**config.mk**
```make
export PLATFORM = sky130hd
export DESIGN_NAME = rtc_bus_arbiter_flat
export DESIGN_NICKNAME = d
export VERILOG_FILES = /design/src/rtl/rtc_bus_arbiter_pkg.sv /design/src/rtl/rtc_bus_arbiter_if.sv /design/src/rtl/rtc_bus_arbiter_prio_sel.sv /design/src/rtl/rtc_bus_arbiter.sv /design/src/flat_wrapper.sv
export SDC_FILE = /design/constraint.sdc
export NUM_CORES = 1
export LEC_CHECK = 0
export BUFFER_PORTS_ARGS = -buffer_cell sky130_fd_sc_hd__buf_4
export CORE_MARGIN = 5
export CORE_UTILIZATION = 35
export DETAILED_ROUTE_END_ITERATION = 6
export PLACE_DENSITY_LB_ADDON = 0.3
export SLEW_MARGIN = 20
export SYNTH_ARGS = -nofsm -noshare
export SYNTH_HDL_FRONTEND = slang
export SYNTH_HIERARCHICAL = 1
export SYNTH_SLANG_ARGS = --single-unit
```
**constraint.sdc**
```tcl
create_clock -name CLK -period 2 [get_ports CLK]
set_clock_uncertainty 0.1 [all_clocks]
set_input_delay 0.3 -clock CLK [delete_from_list [all_inputs] [get_ports CLK]]
set_output_delay 0.3 -clock CLK [all_outputs]
set_load 0.02 [all_outputs]
```
**src/rtl/rtc_bus_arbiter_pkg.sv**
```systemverilog
// Shared types and constants for the RTC controller-port arbiter.
// Holds state encodings, requester indices and parameter defaults.
package rtc_bus_arbiter_pkg;

    localparam int NUM_REQ = 3;

    localparam int REQ_IRQ = 0;
    localparam int REQ_USR = 1;
    localparam int REQ_SWP = 2;

    localparam int ACC_HOLD_DEF   = 7;
    localparam int TIMEOUT_DEF    = 255;
    localparam int STARVE_LIM_DEF = 4;

    typedef enum logic [2:0] {
        ST_IDLE   = 3'd0,
        ST_LATCH  = 3'd1,
        ST_ACCESS = 3'd2,
        ST_WAIT   = 3'd3,
        ST_FIN    = 3'd4,
        ST_GAP    = 3'd5
    } state_e;

    // AND-OR pick of one 8-bit lane from a packed per-requester bus.
    function automatic logic [7:0] byte_sel(input logic [NUM_REQ*8-1:0] v,
                                            input logic [NUM_REQ-1:0]   sel);
        logic [7:0] r;
        r = '0;
        for (int i = 0; i < NUM_REQ; i++)
            r |= v[8*i +: 8] & {8{sel[i]}};
        return r;
    endfunction

endpackage

```
**src/rtl/rtc_bus_arbiter_if.sv**
```systemverilog
// Requester and RTC-controller signal bundle for the arbiter.
// slave = arbiter side, master = requesters plus controller side.
interface rtc_bus_arbiter_if;
    logic [2:0]  REQ;
    logic [23:0] ADDR;
    logic [2:0]  WR;
    logic [23:0] WDATA;
    logic [2:0]  GNT;
    logic [2:0]  DONE;
    logic        ERR;
    logic [7:0]  RDATA;
    logic [7:0]  Dir;
    logic        RW;
    logic [7:0]  DOUT;
    logic        Acceso;
    logic [7:0]  DIN;
    logic        FRW;

    modport slave (
        input  REQ, ADDR, WR, WDATA, DIN, FRW,
        output GNT, DONE, ERR, RDATA, Dir, RW, DOUT, Acceso
    );

    modport master (
        output REQ, ADDR, WR, WDATA, DIN, FRW,
        input  GNT, DONE, ERR, RDATA, Dir, RW, DOUT, Acceso
    );
endinterface

```
**src/rtl/rtc_bus_arbiter_prio_sel.sv**
```systemverilog
// Combinational winner select: fixed priority IRQ > user > sweep,
// except a starved sweep request wins outright.
module rtc_prio_sel
    import rtc_bus_arbiter_pkg::*;
(
    input  logic [NUM_REQ-1:0] i_req,
    input  logic               i_starve,
    output logic [NUM_REQ-1:0] o_win
);

    always_comb begin
        o_win = '0;
        if (i_starve && i_req[REQ_SWP])
            o_win[REQ_SWP] = 1'b1;
        else if (i_req[REQ_IRQ])
            o_win[REQ_IRQ] = 1'b1;
        else if (i_req[REQ_USR])
            o_win[REQ_USR] = 1'b1;
        else if (i_req[REQ_SWP])
            o_win[REQ_SWP] = 1'b1;
    end

endmodule

```
**src/rtl/rtc_bus_arbiter.sv**
```systemverilog
// Single-owner arbiter/sequencer for the RTC Dir/Acceso/FRW port:
// latch winner, hold Acceso, wait for FRW or timeout, pulse DONE.
module rtc_bus_arbiter
    import rtc_bus_arbiter_pkg::*;
#(
    parameter int ACC_HOLD   = ACC_HOLD_DEF,
    parameter int TIMEOUT    = TIMEOUT_DEF,
    parameter int STARVE_LIM = STARVE_LIM_DEF
) (
    input  logic             CLK,
    input  logic             RST,
    rtc_bus_arbiter_if.slave bus
);

    state_e               r_state, w_next;
    logic [3:0]           r_hold;
    logic [7:0]           r_to;
    logic [2:0]           r_starve;
    logic                 r_pend;
    logic [NUM_REQ-1:0]   r_gnt, r_done;
    logic                 r_err, r_rw, r_acc;
    logic [7:0]           r_rdata, r_dir, r_dout;

    logic [NUM_REQ-1:0]   w_win;
    logic                 w_starve, w_hold_last, w_to_last, w_frw_hit;
    logic                 w_latch_en, w_fin_go, w_cap;

    assign w_starve    = (r_starve == 3'(STARVE_LIM));
    assign w_hold_last = (r_hold == 4'(ACC_HOLD - 1));
    assign w_to_last   = (r_to == 8'(TIMEOUT - 1));
    assign w_frw_hit   = bus.FRW | r_pend;

    rtc_prio_sel u_prio (
        .i_req    (bus.REQ),
        .i_starve (w_starve),
        .o_win    (w_win)
    );

    always_ff @(posedge CLK or posedge RST) begin
        if (RST) r_state <= ST_IDLE;
        else     r_state <= w_next;
    end

    always_comb begin
        w_next = r_state;
        case (r_state)
            ST_IDLE:   if (|bus.REQ) w_next = ST_LATCH;
            ST_LATCH:  w_next = ST_ACCESS;
            ST_ACCESS: if (w_hold_last) w_next = ST_WAIT;
            ST_WAIT:   if (w_frw_hit || w_to_last) w_next = ST_FIN;
            ST_FIN:    w_next = ST_GAP;
            ST_GAP:    w_next = ST_IDLE;
            default:   w_next = ST_IDLE;
        endcase
    end

    always_comb begin
        w_latch_en = 1'b0;
        w_fin_go   = 1'b0;
        w_cap      = 1'b0;
        case (r_state)
            ST_IDLE: w_latch_en = |bus.REQ;
            ST_WAIT: begin
                w_fin_go = w_frw_hit | w_to_last;
                w_cap    = w_frw_hit & ~r_rw;
            end
            default: ;
        endcase
    end

    // Counters; to_cnt tops out at TIMEOUT (<= 255), so it never wraps.
    always_ff @(posedge CLK or posedge RST) begin
        if (RST) begin
            r_hold   <= '0;
            r_to     <= '0;
            r_pend   <= 1'b0;
            r_starve <= '0;
        end else begin
            r_hold <= (r_state == ST_ACCESS && !w_hold_last) ? r_hold + 4'd1 : 4'd0;
            r_to   <= (r_state == ST_WAIT) ? r_to + 8'd1 : 8'd0;
            if (r_state == ST_ACCESS && bus.FRW)
                r_pend <= 1'b1;
            else if (r_state != ST_ACCESS && r_state != ST_WAIT)
                r_pend <= 1'b0;
            if (r_state == ST_FIN) begin
                if (r_gnt[REQ_SWP])
                    r_starve <= '0;
                else if (bus.REQ[REQ_SWP] && !w_starve)
                    r_starve <= r_starve + 3'd1;
            end
        end
    end

    // Controller-facing datapath; Dir/RW/DOUT only load on the IDLE->LATCH edge.
    always_ff @(posedge CLK or posedge RST) begin
        if (RST) begin
            r_gnt   <= '0;
            r_dir   <= '0;
            r_rw    <= 1'b0;
            r_dout  <= '0;
            r_acc   <= 1'b0;
            r_done  <= '0;
            r_err   <= 1'b0;
            r_rdata <= '0;
        end else begin
            if (w_latch_en) begin
                r_gnt  <= w_win;
                r_dir  <= byte_sel(bus.ADDR, w_win);
                r_rw   <= |(bus.WR & w_win);
                r_dout <= byte_sel(bus.WDATA, w_win);
            end else if (r_state == ST_FIN) begin
                r_gnt  <= '0;
            end
            r_acc  <= (w_next == ST_ACCESS);
            r_done <= w_fin_go ? r_gnt : '0;
            r_err  <= w_fin_go & ~w_frw_hit;
            if (w_cap)
                r_rdata <= bus.DIN;
        end
    end

    assign bus.GNT    = r_gnt;
    assign bus.DONE   = r_done;
    assign bus.ERR    = r_err;
    assign bus.RDATA  = r_rdata;
    assign bus.Dir    = r_dir;
    assign bus.RW     = r_rw;
    assign bus.DOUT   = r_dout;
    assign bus.Acceso = r_acc;

endmodule

```
**src/flat_wrapper.sv**
```systemverilog
// flat-port wrapper written by rule: the top's interface ports become plain ports
module rtc_bus_arbiter_flat import rtc_bus_arbiter_pkg::*;
#(
    parameter int ACC_HOLD   = ACC_HOLD_DEF,
    parameter int TIMEOUT    = TIMEOUT_DEF,
    parameter int STARVE_LIM = STARVE_LIM_DEF
)
  (CLK, RST, bus_REQ, bus_ADDR, bus_WR, bus_WDATA, bus_DIN, bus_FRW, bus_GNT, bus_DONE, bus_ERR, bus_RDATA, bus_Dir, bus_RW, bus_DOUT, bus_Acceso);
  rtc_bus_arbiter_if bus_i ();
  input  logic CLK;
  input  logic RST;
  input wire logic [$bits(bus_i.REQ)-1:0] bus_REQ;
  input wire logic [$bits(bus_i.ADDR)-1:0] bus_ADDR;
  input wire logic [$bits(bus_i.WR)-1:0] bus_WR;
  input wire logic [$bits(bus_i.WDATA)-1:0] bus_WDATA;
  input wire logic [$bits(bus_i.DIN)-1:0] bus_DIN;
  input wire logic [$bits(bus_i.FRW)-1:0] bus_FRW;
  output wire logic [$bits(bus_i.GNT)-1:0] bus_GNT;
  output wire logic [$bits(bus_i.DONE)-1:0] bus_DONE;
  output wire logic [$bits(bus_i.ERR)-1:0] bus_ERR;
  output wire logic [$bits(bus_i.RDATA)-1:0] bus_RDATA;
  output wire logic [$bits(bus_i.Dir)-1:0] bus_Dir;
  output wire logic [$bits(bus_i.RW)-1:0] bus_RW;
  output wire logic [$bits(bus_i.DOUT)-1:0] bus_DOUT;
  output wire logic [$bits(bus_i.Acceso)-1:0] bus_Acceso;
  assign bus_i.REQ = bus_REQ;
  assign bus_i.ADDR = bus_ADDR;
  assign bus_i.WR = bus_WR;
  assign bus_i.WDATA = bus_WDATA;
  assign bus_i.DIN = bus_DIN;
  assign bus_i.FRW = bus_FRW;
  assign bus_GNT = bus_i.GNT;
  assign bus_DONE = bus_i.DONE;
  assign bus_ERR = bus_i.ERR;
  assign bus_RDATA = bus_i.RDATA;
  assign bus_Dir = bus_i.Dir;
  assign bus_RW = bus_i.RW;
  assign bus_DOUT = bus_i.DOUT;
  assign bus_Acceso = bus_i.Acceso;
  rtc_bus_arbiter #(.ACC_HOLD(ACC_HOLD), .TIMEOUT(TIMEOUT), .STARVE_LIM(STARVE_LIM)) u_core (.CLK(CLK), .RST(RST), .bus(bus_i));
endmodule
```
==> metrics <==
RSZ-0062 raised after global routing no; fin crit period 1870 ps; stages on the worst setup path 7; Slew @ Worst Pin about 550 ps; Root Buffer clkbuf_8; io pins 98; EDFF count, synth 0; Hold Path Class in -> reg; pin count of the biggest net entering global routing 33; synth top area cells dfrtp_1, mux2i_1, a222oi_1; CTS Sinks 52; WL/cell 14.7 µm; fraction of layout cells with a size suffix above 1 39.5%; Starting Density between 30% and 40%; Die Wd 94.7 µm; hpwl dp roughly 4.5 mm; post-synthesis cell count 222; Slowest-stage cell, CP dfrtp_1; iteration count of the initial detailed-routing pass 6; ANT cells 0; WHS Path Cells 2; final WL slightly above 6 mm; P&R area growth vs syn 39.7%; CTS max path bufs 2; slowest stage delay, CP ~400 ps; Async SR Flop Fraction 100%; crit start category flip-flop; power density cells about 1300 mW/mm²; Max-Cap Viols 0; first-pass GRT wire length 9.99 mm; Synth top area share between 50% and 60%; Worst Path Max Fanout 10; Top delay family on crit path compound AO/OA/AOI/OAI gates; H-tree lvl count 2; Post-DP Area 0.00338 mm²; vias in the first global route roughly 2200; Worst EP arrival about 2000 ps; Syn Area/Cell 11.3 µm²; Crit Path Class reg -> reg; PortBufs 97; Max Fclk 535 MHz; vias per cell 4.98; grt total ovfl 0; Die Height 94.7 µm; Slew HR between 60% and 70%; WP buf/inv 2; Routed Antenna Nets 0; post-synth top area cell dfrtp_1; fin area 0.00350 mm²; Setup TNS 0 ps; Tot GR Track Use 14.1%; post-synthesis instance area 0.00251 mm²; Worst-Skew Late Latency a little over 300 ps; filler instances 635; worst path cell trace inv_1, ha_1, and2_4, o21a_1, buf_4, a222oi_1, mux2i_1; die area 0.00896 mm²; Core Util, Final 51.0%; initial drt markers 122; nets 394; CTS Buf Count 5; outcome complete, no violations; FF+latch count, synth between 50 and 60; initial antenna violation count 0; Req. time, crit path approximately 2100 ps; most common cell in the netlist dfrtp_1; Synthesis Warnings 6; R2R depth 7; Yosys cell types 44; CTS tree built; share of the yosys chip area belonging to registers 51.9%; prevailing post-synth register cell dfrtp_1; FP Rows 30; # DRC 0; period utilization 93.4%; core area about 0.007 mm²; Pwr Total between 0.004 and 0.005 W; Slew Viols, Final 0; Reg clk slew, reported paths 90 ps; Hold Violations, Final 0; GPL Wtd Cong approximately 0.79; Worst setup EP type flip-flop; Setup violations, final 0; syn_nets 293; top cells by count, synth dfrtp_1, inv_1, mux2i_1, a222oi_1, nor2_1; Max rail drop VDD between 700 and 800 µV; vias post-DR around 2100; Leakage Power 1.70 nW
## worst reg2reg max path, stage by stage (launching register included)
cell      delay [ps]
dfrtp_1          390
inv_1             70
ha_1             220
and2_4           180
o21a_1           200
buf_4            170
a222oi_1         280
mux2i_1          120
## state kept, by name (all words and copies together), names as in the netlist, 3 cells and up
| signal | flops |
|---|---|
| u_core/bus.RDATA | 8 |
| u_core/r_to | 8 |
| u_core/r_state | 3 |
| u_core/bus.DONE | 3 |
| u_core/r_starve | 3 |
| u_core/r_hold | 4 |
| u_core/bus.GNT | 3 |
| u_core/bus.Dir | 8 |
| u_core/bus.DOUT | 8 |
## where the power goes
part	internal [W]	leakage, nW	total, W	switching (W)
logic	0.000980	0.986	0.00204	0.00106
registers	0.00145	0.656	0.00176	0.000311
clock network	0.000372	0.0552	0.000719	0.000347
total	0.00280	1.70	0.00451	0.00171
## logic make-up after synthesis
group	synth area share, %
flip-flops	51.9
AND/OR/NAND/NOR	11.3
AO/OA/AOI/OAI	13.5
buffers and inverters	7.03
multiplexers	11.6
adder cells (fa/ha/maj)	2.99
XOR/XNOR	1.75
## layer usage
layer / wire length [µm] / share of wire (%) / GRT usage, %
met1: 2570 / 42 / 17.6
met2: 3030 / 49 / 23.1
met3: 501 / 8.1 / 4.62
met4: 57 / 0.93 / 4.57
met5: 0 / 0 / 0
## per-stage QoR
stage | setup WS [ps] | hold slack (ps) | std cells
finish | 132 | 116 | 420
global route | 17.3 | 110 | 420
CTS | 81.4 | 105 | 419
detailed placement | 116 | 251 | 410
global placement | 151 | 254 | 410
floorplan | 108 | 351 | 222
## layout by cell type (no fill, tap or decap), types with 2 or more instances in the layout
master / n
nand3_1: 6
buf_12: 3
o21a_1: 2
mux2_2: 8
nor3_1: 2
a222oi_1: 17
or3_1: 3
o311ai_0: 2
o31ai_1: 2
buf_4: 102
xor2_1: 3
clkbuf_8: 5
o21ai_0: 4
inv_1: 27
xnor2_1: 2
nor3b_1: 4
nand2_1: 9
nor2_1: 15
ha_1: 6
a21oi_1: 5
mux2i_1: 20
dfrtp_1: 52
## cell type report
type,instances,area [µm²],share of cell area [%]
clock buffer,6,72.6,2.07
clock inverter,2,35.0,1.00
inverter,28,105,3.00
multi-input combinational,130,1030,29.5
sequential,52,1300,37.1
tap,96,120,3.43
timing repair buffer,106,836,23.9
## repair_timing
item	in CTS	in global routing
setup endpoints to repair	0	14
gates resized for setup	0	1
hold buffers	1	0
setup buffers	0	1
endpoints found under the hold margin	20	0
## worst paths after layout
kind / slack [ps] / start / to
worst min register to register: 400 / u_core/r_to[0] / u_core/r_to[0]
worst min-delay path: 120 / bus_DIN[5] / u_core/bus.RDATA[5]
worst max-delay path: 130 / u_core/r_starve[0] / u_core/bus.Dir[4]
worst max register to register: 130 / u_core/r_starve[0] / u_core/bus.Dir[4]
max in group asynchronous: 790 / RST / u_core/bus.GNT[1]
min in group asynchronous: 480 / RST / u_core/bus.DOUT[2]
Note: power is estimated with default switching activity, not from simulation.
